File: src/rtl/comp_pkg.sv
// Shared refill types: FSM state encoding and the 7/10/15-bit instruction
// field split that feeds the 3/5/8-bit dictionary key lookups.
package comp_pkg;

    typedef enum logic [1:0] {
        ST_IDLE    = 2'd0,
        ST_FETCH   = 2'd1,
        ST_DELIVER = 2'd2
    } refill_state_e;

    localparam int unsigned VAL0_W  = 7;
    localparam int unsigned VAL1_W  = 10;
    localparam int unsigned VAL2_W  = 15;
    localparam int unsigned KEY0_W  = 3;
    localparam int unsigned KEY1_W  = 5;
    localparam int unsigned KEY2_W  = 8;
    localparam int unsigned INSTR_W = VAL0_W + VAL1_W + VAL2_W;
    localparam int unsigned COMP_W  = KEY0_W + KEY1_W + KEY2_W;

    typedef struct packed {
        logic [VAL0_W-1:0] f0;
        logic [VAL1_W-1:0] f1;
        logic [VAL2_W-1:0] f2;
    } instr_fields_t;

    typedef struct packed {
        logic [KEY0_W-1:0] k0;
        logic [KEY1_W-1:0] k1;
        logic [KEY2_W-1:0] k2;
    } comp_key_t;

    // f0 takes the top 7 bits, f1 the middle 10, f2 the low 15.
    function automatic instr_fields_t split_instr(input logic [INSTR_W-1:0] instr);
        instr_fields_t f;
        f.f0 = instr[INSTR_W-1 -: VAL0_W];
        f.f1 = instr[VAL2_W +: VAL1_W];
        f.f2 = instr[0 +: VAL2_W];
        return f;
    endfunction

    function automatic logic [INSTR_W-1:0] merge_instr(input instr_fields_t f);
        return {f.f0, f.f1, f.f2};
    endfunction

endpackage

File: src/rtl/refill_line_buf.sv
// Line assembly registers: raw words and dictionary keys written slice by
// slice, plus the running AND of per-word dictionary hits.
module refill_line_buf #(
    parameter int unsigned NUM_BLOCKS = 4,
    parameter int unsigned KEY_W      = 16
) (
    input  logic                          clk_i,
    input  logic                          rst_ni,
    input  logic                          clear_i,
    input  logic                          wr_en_i,
    input  logic [$clog2(NUM_BLOCKS)-1:0] wr_idx_i,
    input  logic [31:0]                   raw_word_i,
    input  logic [KEY_W-1:0]              comp_key_i,
    input  logic                          hit_i,
    output logic [32*NUM_BLOCKS-1:0]      line_raw_o,
    output logic [KEY_W*NUM_BLOCKS-1:0]  line_comp_o,
    output logic                          all_hit_o
);

    localparam int unsigned IDX_W = $clog2(NUM_BLOCKS);

    logic [32*NUM_BLOCKS-1:0]     raw_q, raw_d;
    logic [KEY_W*NUM_BLOCKS-1:0] comp_q, comp_d;
    logic                         all_hit_q, all_hit_d;

    always_comb begin
        raw_d     = raw_q;
        comp_d    = comp_q;
        all_hit_d = all_hit_q;
        if (clear_i) begin
            all_hit_d = 1'b1;
        end
        if (wr_en_i) begin
            for (int unsigned k = 0; k < NUM_BLOCKS; k++) begin
                if (wr_idx_i == IDX_W'(k)) begin
                    raw_d[k*32 +: 32]       = raw_word_i;
                    comp_d[k*KEY_W +: KEY_W] = comp_key_i;
                end
            end
            all_hit_d = all_hit_q & hit_i;
        end
    end

    always_ff @(posedge clk_i or negedge rst_ni) begin
        if (!rst_ni) begin
            raw_q     <= '0;
            comp_q    <= '0;
            all_hit_q <= 1'b1;
        end else begin
            raw_q     <= raw_d;
            comp_q    <= comp_d;
            all_hit_q <= all_hit_d;
        end
    end

    assign line_raw_o  = raw_q;
    assign line_comp_o = comp_q;
    assign all_hit_o   = all_hit_q;

endmodule

File: src/rtl/comp_refill_ctrl.sv
// Refill controller: fetches a line word by word, probes the dictionary per
// word, and hands the line to the compressed or raw icache.
// Define REFILL_STATS_EN to add saturating per-cache fill counters.
module comp_refill_ctrl
    import comp_pkg::*;
#(
    parameter int unsigned NUM_BLOCKS = 4,
    parameter int unsigned KEY_W      = 16
) (
    input  logic                         clk,
    input  logic                         resetn,
    input  logic                         miss_valid,
    input  logic [31:0]                  miss_addr,
    output logic                         miss_ready,
    output logic                         mem_req_valid,
    input  logic                         mem_req_ready,
    output logic [31:0]                  mem_req_addr,
    input  logic                         mem_resp_valid,
    input  logic [31:0]                  mem_resp_rdata,
    output logic [31:0]                  dict_word,
    input  logic                         dict_hit,
    input  logic [KEY_W-1:0]             dict_key,
    output logic                         fill_valid_raw,
    output logic                         fill_valid_comp,
    input  logic                         fill_ready,
    output logic [31:0]                  fill_addr,
`ifdef REFILL_STATS_EN
    output logic [31:0]                  stat_lines_raw,
    output logic [31:0]                  stat_lines_comp,
`endif
    output logic [32*NUM_BLOCKS-1:0]     fill_line_raw,
    output logic [KEY_W*NUM_BLOCKS-1:0] fill_line_comp
);

    localparam int unsigned      IDX_W    = $clog2(NUM_BLOCKS);
    localparam int unsigned      CNT_W    = IDX_W + 1;
    localparam int unsigned      OFF_W    = IDX_W + 2;
    localparam logic [31:0]      OFF_MASK = (32'd1 << OFF_W) - 32'd1;
    localparam logic [CNT_W-1:0] NB_C     = CNT_W'(NUM_BLOCKS);
    localparam logic [CNT_W-1:0] LAST_C   = CNT_W'(NUM_BLOCKS - 1);

    refill_state_e     state_q, state_d;
    logic [31:0]       base_q, base_d;
    logic [CNT_W-1:0]  req_cnt_q, req_cnt_d;
    logic [CNT_W-1:0]  resp_cnt_q, resp_cnt_d;
    logic              line_clear;
    logic              resp_take;
    logic              line_comp;

    always_comb begin
        state_d         = state_q;
        base_d          = base_q;
        req_cnt_d       = req_cnt_q;
        resp_cnt_d      = resp_cnt_q;
        line_clear      = 1'b0;
        resp_take       = 1'b0;
        miss_ready      = 1'b0;
        mem_req_valid   = 1'b0;
        mem_req_addr    = '0;
        dict_word       = '0;
        fill_valid_raw  = 1'b0;
        fill_valid_comp = 1'b0;
        fill_addr       = '0;

        case (state_q)
            ST_IDLE: begin
                miss_ready = 1'b1;
                if (miss_valid) begin
                    base_d     = miss_addr & ~OFF_MASK;
                    req_cnt_d  = '0;
                    resp_cnt_d = '0;
                    line_clear = 1'b1;
                    state_d    = ST_FETCH;
                end
            end
            ST_FETCH: begin
                if (req_cnt_q < NB_C) begin
                    mem_req_valid = 1'b1;
                    mem_req_addr  = base_q + (32'(req_cnt_q) << 2);
                    if (mem_req_ready) begin
                        req_cnt_d = req_cnt_q + 1'b1;
                    end
                end
                // Issue and capture are independent so requests stay pipelined.
                if (mem_resp_valid) begin
                    dict_word = mem_resp_rdata;
                    if (resp_cnt_q < NB_C) begin
                        resp_take  = 1'b1;
                        resp_cnt_d = resp_cnt_q + 1'b1;
                        if (resp_cnt_q == LAST_C) begin
                            state_d = ST_DELIVER;
                        end
                    end
                end
            end
            ST_DELIVER: begin
                fill_addr       = base_q;
                fill_valid_comp = line_comp;
                fill_valid_raw  = ~line_comp;
                if (fill_ready) begin
                    state_d = ST_IDLE;
                end
            end
            default: begin
                state_d = ST_IDLE;
            end
        endcase
    end

    always_ff @(posedge clk or negedge resetn) begin
        if (!resetn) begin
            state_q    <= ST_IDLE;
            base_q     <= '0;
            req_cnt_q  <= '0;
            resp_cnt_q <= '0;
        end else begin
            state_q    <= state_d;
            base_q     <= base_d;
            req_cnt_q  <= req_cnt_d;
            resp_cnt_q <= resp_cnt_d;
        end
    end

    refill_line_buf #(
        .NUM_BLOCKS (NUM_BLOCKS),
        .KEY_W      (KEY_W)
    ) u_line_buf (
        .clk_i       (clk),
        .rst_ni      (resetn),
        .clear_i     (line_clear),
        .wr_en_i     (resp_take),
        .wr_idx_i    (resp_cnt_q[IDX_W-1:0]),
        .raw_word_i  (mem_resp_rdata),
        .comp_key_i  (dict_key),
        .hit_i       (dict_hit),
        .line_raw_o  (fill_line_raw),
        .line_comp_o (fill_line_comp),
        .all_hit_o   (line_comp)
    );

`ifdef REFILL_STATS_EN
    logic [31:0] stat_raw_q, stat_raw_d;
    logic [31:0] stat_comp_q, stat_comp_d;
    logic        fill_fire;

    assign fill_fire = (state_q == ST_DELIVER) && fill_ready;

    always_comb begin
        stat_raw_d  = stat_raw_q;
        stat_comp_d = stat_comp_q;
        if (fill_fire && !line_comp && (stat_raw_q != '1)) begin
            stat_raw_d = stat_raw_q + 32'd1;
        end
        if (fill_fire && line_comp && (stat_comp_q != '1)) begin
            stat_comp_d = stat_comp_q + 32'd1;
        end
    end

    always_ff @(posedge clk or negedge resetn) begin
        if (!resetn) begin
            stat_raw_q  <= '0;
            stat_comp_q <= '0;
        end else begin
            stat_raw_q  <= stat_raw_d;
            stat_comp_q <= stat_comp_d;
        end
    end

    assign stat_lines_raw  = stat_raw_q;
    assign stat_lines_comp = stat_comp_q;
`endif

endmodule

File: config.mk
export PLATFORM = sky130hd
export DESIGN_NAME = comp_refill_ctrl
export DESIGN_NICKNAME = d
export VERILOG_FILES = /design/src/rtl/comp_pkg.sv /design/src/rtl/refill_line_buf.sv /design/src/rtl/comp_refill_ctrl.sv
export SDC_FILE = /design/constraint.sdc
export NUM_CORES = 1
export LEC_CHECK = 0
export ABC_AREA = 1
export BUFFER_PORTS_ARGS = -buffer_cell sky130_fd_sc_hd__buf_4
export CORE_MARGIN = 2
export CORE_UTILIZATION = 40
export CTS_CLUSTER_SIZE = 30
export DETAILED_ROUTE_END_ITERATION = 10
export GPL_TIMING_DRIVEN = 1
export PLACE_DENSITY = 0.78
export SLEW_MARGIN = 5
export SYNTH_ARGS = -nofsm -noshare
export SYNTH_HDL_FRONTEND = slang
export SYNTH_SLANG_ARGS = --single-unit
File: constraint.sdc
create_clock -name clk -period 3.8 [get_ports clk]
set_clock_uncertainty 0.15 [all_clocks]
set_input_delay 0.76 -clock clk [delete_from_list [all_inputs] [get_ports clk]]
set_output_delay 0.76 -clock clk [all_outputs]
set_load 0.05 [all_outputs]
== Word-level counts from Yosys, hierarchy flattened ==
Cells that the tools add are included.

* Bitwise operators: 2
* Reduce and logical (&&, ||, !) cells: 12
* $lt $le $gt $ge: 2
* Add/sub/neg operators: 3
* Equal/unequal tests: 13
* Multiplexer cells: 30

{| class="wikitable"
|+ Operators with widths
! cell !! number
|-
| $mux W32 || 5
|-
| $add A32 B5 Y32 || 1
|-
| $mux W3 || 5
|-
| $ne A2 B2 Y1 const B || 7
|-
| $mux W1 || 12
|-
| $pmux W3 S2 || 2
|-
| $mux W2 || 5
|-
| $reduce_and A2 Y1 || 5
|-
| $reduce_and A4 Y1 || 2
|-
| $add A3 B1 Y3 const B || 2
|-
| $eq A2 B2 Y1 const B || 3
|-
| $lt A3 B3 Y1 const B || 2
|-
| $pmux W2 S3 || 1
|-
| $reduce_and A5 Y1 || 1
|-
| $eq A2 B1 Y1 const B || 2
|-
| $logic_not A2 Y1 || 2
|-
| $reduce_bool A2 Y1 || 2
|-
| $eq A3 B2 Y1 const B || 1
|-
| $and A1 B1 Y1 || 1
|-
| $not A1 Y1 || 1
|}

* Logic and storage cells: 75
* Input port bits: 87
* Output and inout bits: 292
* Register bits after elaboration: 229

== Depth between registers and ports, before layout ==
Gate-level depths: netlist of the first run.

* Depth in word-level cells: 5
* Gate-level depth with buffers: 9
* Depth with buffers taken out: 7

== Cells and area by module ==
Synthesis of the first run repeated with hierarchy kept, for this count alone.

* Cells, all modules: 1293
* Area total of the unflattened synthesis: 10553.9 µm²

{| class="wikitable"
|+ By module, submodules not included
! module !! cells each !! instances !! area each (µm²)
|-
| refill_line_buf || 859 || 1 || 7913.8
|-
| comp_refill_ctrl || 434 || 1 || 2640.0
|}

== Least setup slack after synthesis of the first run ==
No wires, ideal clock.

* Kind: in2out
* Start: in mem_resp_valid
* End: out dict_word[10]
* Arrival: 1698 ps
* Cell stages on the path: 3
* Data required time: 2890 ps
* Slack: 1192 ps
* Cells stage by stage: nand2_4 -> clkbuf_1 -> nor2_1

* Word-level cells in the longest chain between the ends: 2

{| class="wikitable"
|+ Ends and longest elaborated chain
! item !! line !! text
|-
| from (decl) || comp_refill_ctrl.sv:18 || <nowiki>input logic mem_resp_valid,</nowiki>
|-
| $mux W32 || comp_refill_ctrl.sv:85 || <nowiki>if (mem_resp_valid) begin</nowiki>
|-
| $mux W32 || comp_refill_ctrl.sv:65 || <nowiki>case (state_q)</nowiki>
|-
| to (decl) || comp_refill_ctrl.sv:20 || <nowiki>output logic [31:0] dict_word,</nowiki>
|}

No other way between the ends.

== Worst setup path in the final report of the first run ==
* Start: reg state_q[0]
* End: out fill_addr[8]

* Word-level cells in the longest chain between the ends: 2

{| class="wikitable"
|+ Ends and longest elaborated chain
! item !! line !! text
|-
| from (decl) || comp_refill_ctrl.sv:42 || <nowiki>refill_state_e state_q, state_d;</nowiki>
|-
| from (signal assigned) || comp_refill_ctrl.sv:117 || <nowiki>state_q <= state_d;</nowiki>
|-
| $eq A2 B2 Y1 || comp_refill_ctrl.sv:65 ||
|-
| $mux W32 || comp_refill_ctrl.sv:65 ||
|-
| to (decl) || comp_refill_ctrl.sv:26 || <nowiki>output logic [31:0] fill_addr,</nowiki>
|}

No other way between the ends.

==> results of run 1 <==
cell usage in the layout, fill, tap and decap left out, drive strengths merged:
master / instances
a21oi: 10
buf: 375
bufinv: 2
clkbuf: 35
clkinv: 2
clkinvlp: 4
conb: 6
dfrtp: 228
dfstp: 1
ha: 6
inv: 98
nand2: 282
nand3: 4
nand4: 1
nor2: 114
o21a: 1
o21ai: 231
xor2: 1
worst paths after layout:
path	depth (start not counted)	end	slack (ps)
setup reg to reg	5	u_line_buf.line_comp_o[12]	1180
min in group clk	2	state_q[1]	300
max in group asynchronous	2	base_q[10]	2530
hold / removal	1	req_cnt_q[1]	100
setup / recovery	5	fill_addr[8]	600
hold reg to reg	2	u_line_buf.line_raw_o[113]	330
cells by family (layout without fill, tap and decap cells):
kind of cell    count (synthesis)  in the layout  share of synthesized area [%]
compound gates                242            242                           13.0
simple gates                  401            401                           16.7
xor+xnor                        1              1                         0.0940
buf+inv                       157            516                           7.82
other cells                     1              6                         0.0403
flops                         229            229                           61.5
fa+ha+maj                       6              6                          0.806
final cells by class:
cell class	instances	area (um^2)	area share, %
clock buffer	35	753	5.75
clock inverter	11	126	0.965
inverter	95	357	2.72
multi-input combinational	656	2890	22.1
sequential	229	5730	43.7
tap	313	392	2.99
timing repair buffer	375	2850	21.7
metrics by stage:
step / power [mW] / worst slack, ps / instance area (um^2)
finish: 14.2 / 599 / 13100
global route: 14.9 / 456 / 13100
CTS: 14.3 / 518 / 13100
detailed placement: 11.7 / 985 / 12200
global placement: 11.6 / 1070 / 12200
floorplan: 9.25 / 1190 / 9330
sequential cells by signal (all words and copies together), names as in the netlist:
signal                  flops
u_line_buf.line_raw_o     128
u_line_buf.line_comp_o     64
base_q                     28
req_cnt_q                   3
resp_cnt_q                  3
state_q                     2
u_line_buf.all_hit_o        1
cell usage after synthesis:
| cell | n | share of area, % |
|---|---|---|
| nand2_4 | 1 | 0.12 |
| xor2_1 | 1 | 0.094 |
| inv_1 | 94 | 3.8 |
| buf_4 | 6 | 0.48 |
| o21ai_0 | 77 | 4.1 |
| inv_2 | 1 | 0.040 |
| o21ai_1 | 154 | 8.3 |
| nand4_1 | 1 | 0.067 |
| nand3_1 | 4 | 0.21 |
| dfstp_2 | 1 | 0.28 |
| buf_6 | 14 | 1.7 |
| o21a_1 | 1 | 0.081 |
| nand2_2 | 4 | 0.27 |
| nor2_1 | 112 | 4.5 |
| nor2_4 | 1 | 0.12 |
| ha_1 | 6 | 0.81 |
| nand2_1 | 277 | 11 |
| clkbuf_1 | 33 | 1.3 |
| buf_2 | 9 | 0.48 |
| dfrtp_1 | 228 | 61 |
| conb_1 | 1 | 0.040 |
| nor2_8 | 1 | 0.21 |
| a21oi_1 | 10 | 0.54 |
critical path: stages (launching register included):
cell	delay [ps]
dfrtp_1	400
inv_2	110
nand2_1	520
buf_4	390
nor2_1	130
buf_4	220
power breakdown:
part / switching [mW] / total [mW] / internal, mW
Clock: 0.988 / 2.51 / 1.53
Sequential: 0.615 / 4.06 / 3.45
Combinational: 5.59 / 7.61 / 2.02
metal layers:
metal / GRT usage [%] / up-vias / share of wire [%]
met5: 0 / - / 0
met4: 6.07 / 0 / 2.4
met2: 38.2 / 322 / 50
met3: 6.06 / 41 / 9.0
li1: - / 3949 / -
met1: 25.6 / 3808 / 39
==> flow_summary_export.csv, run 1 <==
group,metric,value,unit
floorplanning,core,22800,um^2
placed_design,port_buffers,368,
sta,hold_violations,0,
final_layout,nFillCells,1976,
power_and_ir_drop,p_per_area,1080,nW/um^2
placed_design,dp_cells,1668,
global_route,grt_max_degree,106,
status,status,"complete, no violations",
route,vias,8120,
yosys,ys_seq_area_share,61.5,%
sta,rsz0062_at_grt,"no",
route,wl,27100,um
clocking,cts_resized,0,
worst_setup_path,rr_startpoint,"state_q[1]",
sta,period_share,84.2,%
placed_design,dpl.hpwl,19000,um
final_layout,fin_nets,1475,
global_route,antenna_found_initial,0,
yosys,yosysUniqueCellTypes,23,
route,wl_per_cell,15.8,um
worst_setup_path,cp_max_fo,25,
sta,tightest_slew,1050,ps
placed_design,gp_congestion,0.831,
yosys,postSynthAreaPerCell,8.98,um^2
worst_setup_path,critPathCaptureType,"output port",
final_layout,drive_gt1_share,30.6,%
floorplanning,io_pins,379,
global_route,grt_pass1_vias,7862,
worst_setup_path,required,2890,ps
yosys,ys_ff_latch,229,
sta,fin_tns_setup,0,ps
floorplanning,fp.dieH,157,um
clocking,clock_latency,510,ps
route,initialDrtViolationCount,516,
power_and_ir_drop,ir_drop,0.554,mV
worst_setup_path,crit_start,"state_q[0]",
run,cap_violations,0,
power_and_ir_drop,power_leakage,6.96,nW
worst_setup_path,startpoint_type,"register",
clocking,root_buffer,"clkbuf_16",
final_layout,antenna_cells,0,
floorplanning,die_area,24500,um^2
clocking,clkTransAtPathRegs,60,ps
route,drtPass1Iterations,5,
clocking,cts_tree,"yes",
worst_setup_path,arrival,2290,ps
final_layout,areaGrowthSynthToFinish,40.6,%
global_route,grt_overflow,0,
route,via_per_inst,4.74,
clocking,cts_buffers,25,
worst_setup_path,criticalPathCategory,"reg2out",
worst_hold_path,hold_path_class,"in2async",
global_route,track_usage,21.6,%
clocking,cts_setup_buffers,0,
yosys,syn_inst,1037,
sta,min_period,3200,ps
global_route,grt_pass1_wl,42100,um
route,ant_nets,0,
clocking,cts.sinks,229,
yosys,ys_warn_count,0,
clocking,cts-htree-levels,1,
clocking,clk_path_buf_depth,3,
sta,setup_violations,0,
sta,slew_headroom,29.8,%
yosys,netlist_area,9320,um^2
final_layout,stdcell_count,1714,
sta,timing.hold.ws,97.9,ps
clocking,hold_buffers,0,
final_layout,fin_util,57.5,%
floorplanning,rows,55,
route,drc,0,
sta,drv_slew,0,
floorplanning,die_w,157,um
floorplanning,start_util,40.9,%
sta,fmax,312,MHz
No activity file was read; power rests on OpenSTA's default activity.
==> run 2: changes to the inputs <==
Settings changed: ABC_AREA 1 to 0.
Clock period 3.8 ns to 3.3 ns, I/O delays scaled along.
==> run 2 against run 1 <==
  * The run now ends with hold timing left
  * Count of clock-buffer cells in the layout shrank 1
  * Sequential share of layout area shrank 1.3 points
  * Core utilization shrank 1.5 points
  * Via count shrank 22%
  * Critical path depth shrank 1
  * Worst setup slack lost 150 ps
  * Critical path type unchanged
  * Design area grew 3.1%
  * Synthesized area grew 4.3%
  * Routed wire length shrank 10%
  * Synthesized cell count shrank 40%
  * First-iteration DRC count shrank 49%
  * Non-clock buffer count grew 1
==> flow_summary_export.csv, run 2 <==
group,metric,value,unit
final_layout,final_common_cell,"buf_4",
final_layout,drive_gt1_share,64.0,%
sta,tightest_slew,955,ps
placed_design,place_area,12700,um^2
yosys,synth_top_cell_area_share,58.7,%
floorplanning,rows,57,
yosys,synth_edf_count,0,
yosys,postSynthAreaPerCell,15.5,um^2
worst_hold_path,hold_path_class,"in2async",
yosys,yosys-top-cells-count,"228 x dfrtp_1, 141 x mux2_2, 91 x and2_1, 80 x mux2_4, 13 x buf_6",
sta,fin_tns_setup,0,ps
clocking,cts_resized,0,
final_layout,largest_reg_flops,128,
placed_design,dpl.hpwl,16300,um
worst_setup_path,required,2490,ps
worst_setup_path,critPathCaptureType,"output port",
worst_setup_path,startpoint_type,"register",
global_route,grt_overflow,0,
floorplanning,core,24100,um^2
floorplanning,start_util,40.3,%
sta,rsz0062_at_grt,"no",
floorplanning,die_w,160,um
yosys,ys_warn_count,0,
status,violations,"hold timing",
clocking,cts_setup_buffers,0,
run,cap_violations,0,
placed_design,port_buffers,368,
clocking,cts.sinks,229,
global_route,grt_max_degree,80,
worst_setup_path,cp_max_fo,33,
placed_design,gp_congestion,0.749,
yosys,ys_top_cells_by_area,"dfrtp_1 59%, mux2_2 16%, mux2_4 12%",
status,status,"complete, but fails checks",
clocking,clk_path_buf_depth,3,
yosys,syn_inst,627,
sta,min_period,2850,ps
global_route,antenna_found_initial,0,
route,drtPass1Iterations,4,
route,initialDrtViolationCount,264,
final_layout,fin_nets,1088,
clocking,root_buffer,"clkbuf_16",
route,wl,24200,um
clocking,cts_tree,"yes",
yosys,ys_ff_latch,229,
worst_setup_path,criticalPathCategory,"reg2out",
floorplanning,die_area,25600,um^2
sta,period_share,86.5,%
clocking,clkTransAtPathRegs,60,ps
global_route,grt_pass1_vias,6593,
yosys,synth_most_common_cell,"dfrtp_1",
yosys,netlist_area,9720,um^2
yosys,yosysUniqueCellTypes,31,
floorplanning,io_pins,379,
worst_setup_path,arrival,2040,ps
route,ant_nets,0,
final_layout,areaGrowthSynthToFinish,39.0,%
clocking,hold_buffers,0,
route,drc,0,
global_route,track_usage,18.4,%
sta,drv_slew,0,
route,wl_per_cell,18.2,um
sta,setup_violations,0,
clocking,cts-htree-levels,1,
yosys,ys_dominant_reg_cell,"dfrtp_1",
route,via_per_inst,4.73,
yosys,ys_seq_area_share,59.0,%
route,vias,6320,
sta,timing.hold.ws,-14.9,ps
final_layout,final_cell_area,13500,um^2
sta,hold_violations,5,
floorplanning,fp.dieH,160,um
global_route,grt_pass1_wl,37700,um
final_layout,antenna_cells,0,
final_layout,nFillCells,1982,
sta,fmax,350,MHz
final_layout,most-common-layout-cells,"373 x buf_4, 228 x dfrtp_1, 141 x mux2_2",
yosys,async_flop_share,100,%
clocking,cts_buffers,25,
yosys,yosys.area.top_type,"dfrtp_1",
sta,slew_headroom,36.4,%
clocking,clock_latency,510,ps
==> run 2: cell types whose count changed after synthesis, sizes merged, moves of 2 or more <==
cell	before	now
nand2	282	7
o21ai	231	3
mux2	0	221
nor2	114	6
and2	0	91
inv	95	4
clkbuf	33	9
a21oi	10	1
nand3	4	1
nor2b	0	3
nor3b	0	3
buf	29	31
nand2b	0	2
==> run 2: path summary, 6_finish.rpt <==
| check | from | depth (start not counted) | slack [ps] | endpoint |
|---|---|---|---|---|
| max | state_q[1] | 4 | 450 | dict_word[17] |
| min | resetn | 1 | -10 | u_line_buf.line_raw_o[53] |
| max reg2reg | state_q[1] | 3 | 980 | u_line_buf.line_raw_o[15] |
| min reg2reg | u_line_buf.line_comp_o[53] | 1 | 350 | u_line_buf.line_comp_o[53] |
| max in group asynchronous | resetn | 2 | 2150 | u_line_buf.line_raw_o[112] |
| min in group clk | dict_hit | 3 | 210 | u_line_buf.all_hit_o |
==> run 2: through the flow <==
step / cells / utilization [%] / setup slack, ps
2_1_floorplan: 632 / - / 532
4_1_cts: 1335 / 56.0 / 411
3_3_place_gp: 1292 / 52.8 / 829
5_1_grt: 1335 / 56.0 / 320
3_5_place_dp: 1292 / 52.8 / 784
6_report: 1335 / 56.0 / 445
==> run 2: final cells by class <==
| class | count | area, um^2 | share of cell area (%) |
|---|---|---|---|
| clock buffers | 34 | 739 | 5.47 |
| clock inverters | 9 | 47.5 | 0.352 |
| inverters | 4 | 15.0 | 0.111 |
| multi-input cells | 359 | 3710 | 27.5 |
| flip-flops and latches | 229 | 5730 | 42.4 |
| well taps | 324 | 405 | 3.00 |
| repair buffers | 376 | 2860 | 21.1 |
==> run 2: routing by layer <==
layer,GRT usage [%],up-vias,wire length (um)
met3,4.39,41,1700
met4,5.32,0,663
li1,-,2864,-
met2,32.4,243,12300
met5,0,-,0
met1,22.5,3172,9630
==> run 2: worst max-delay path, cell delays in order (launching register included) <==
cell and delay (ps):
dfrtp_1 490, and3b_1 270, buf_4 350, and2_1 200, buf_4 200
==> run 2: cells by family (layout without fill, tap and decap cells) <==
group | after synthesis | count (layout) | share of synthesized area (%)
AOI/OAI and AO/OA | 9 | 9 | 0.618
adders and majority gates | 6 | 6 | 0.773
buffers and inverters | 44 | 423 | 3.09
DFF | 229 | 229 | 59.0
muxes | 222 | 222 | 28.8
other | 1 | 6 | 0.0386
and+or+nand+nor | 116 | 116 | 7.68
Power of run 2 is left out: the tool's default activity adds up to more than one toggle a clock period on the data nets, which glitch-free logic cannot reach.
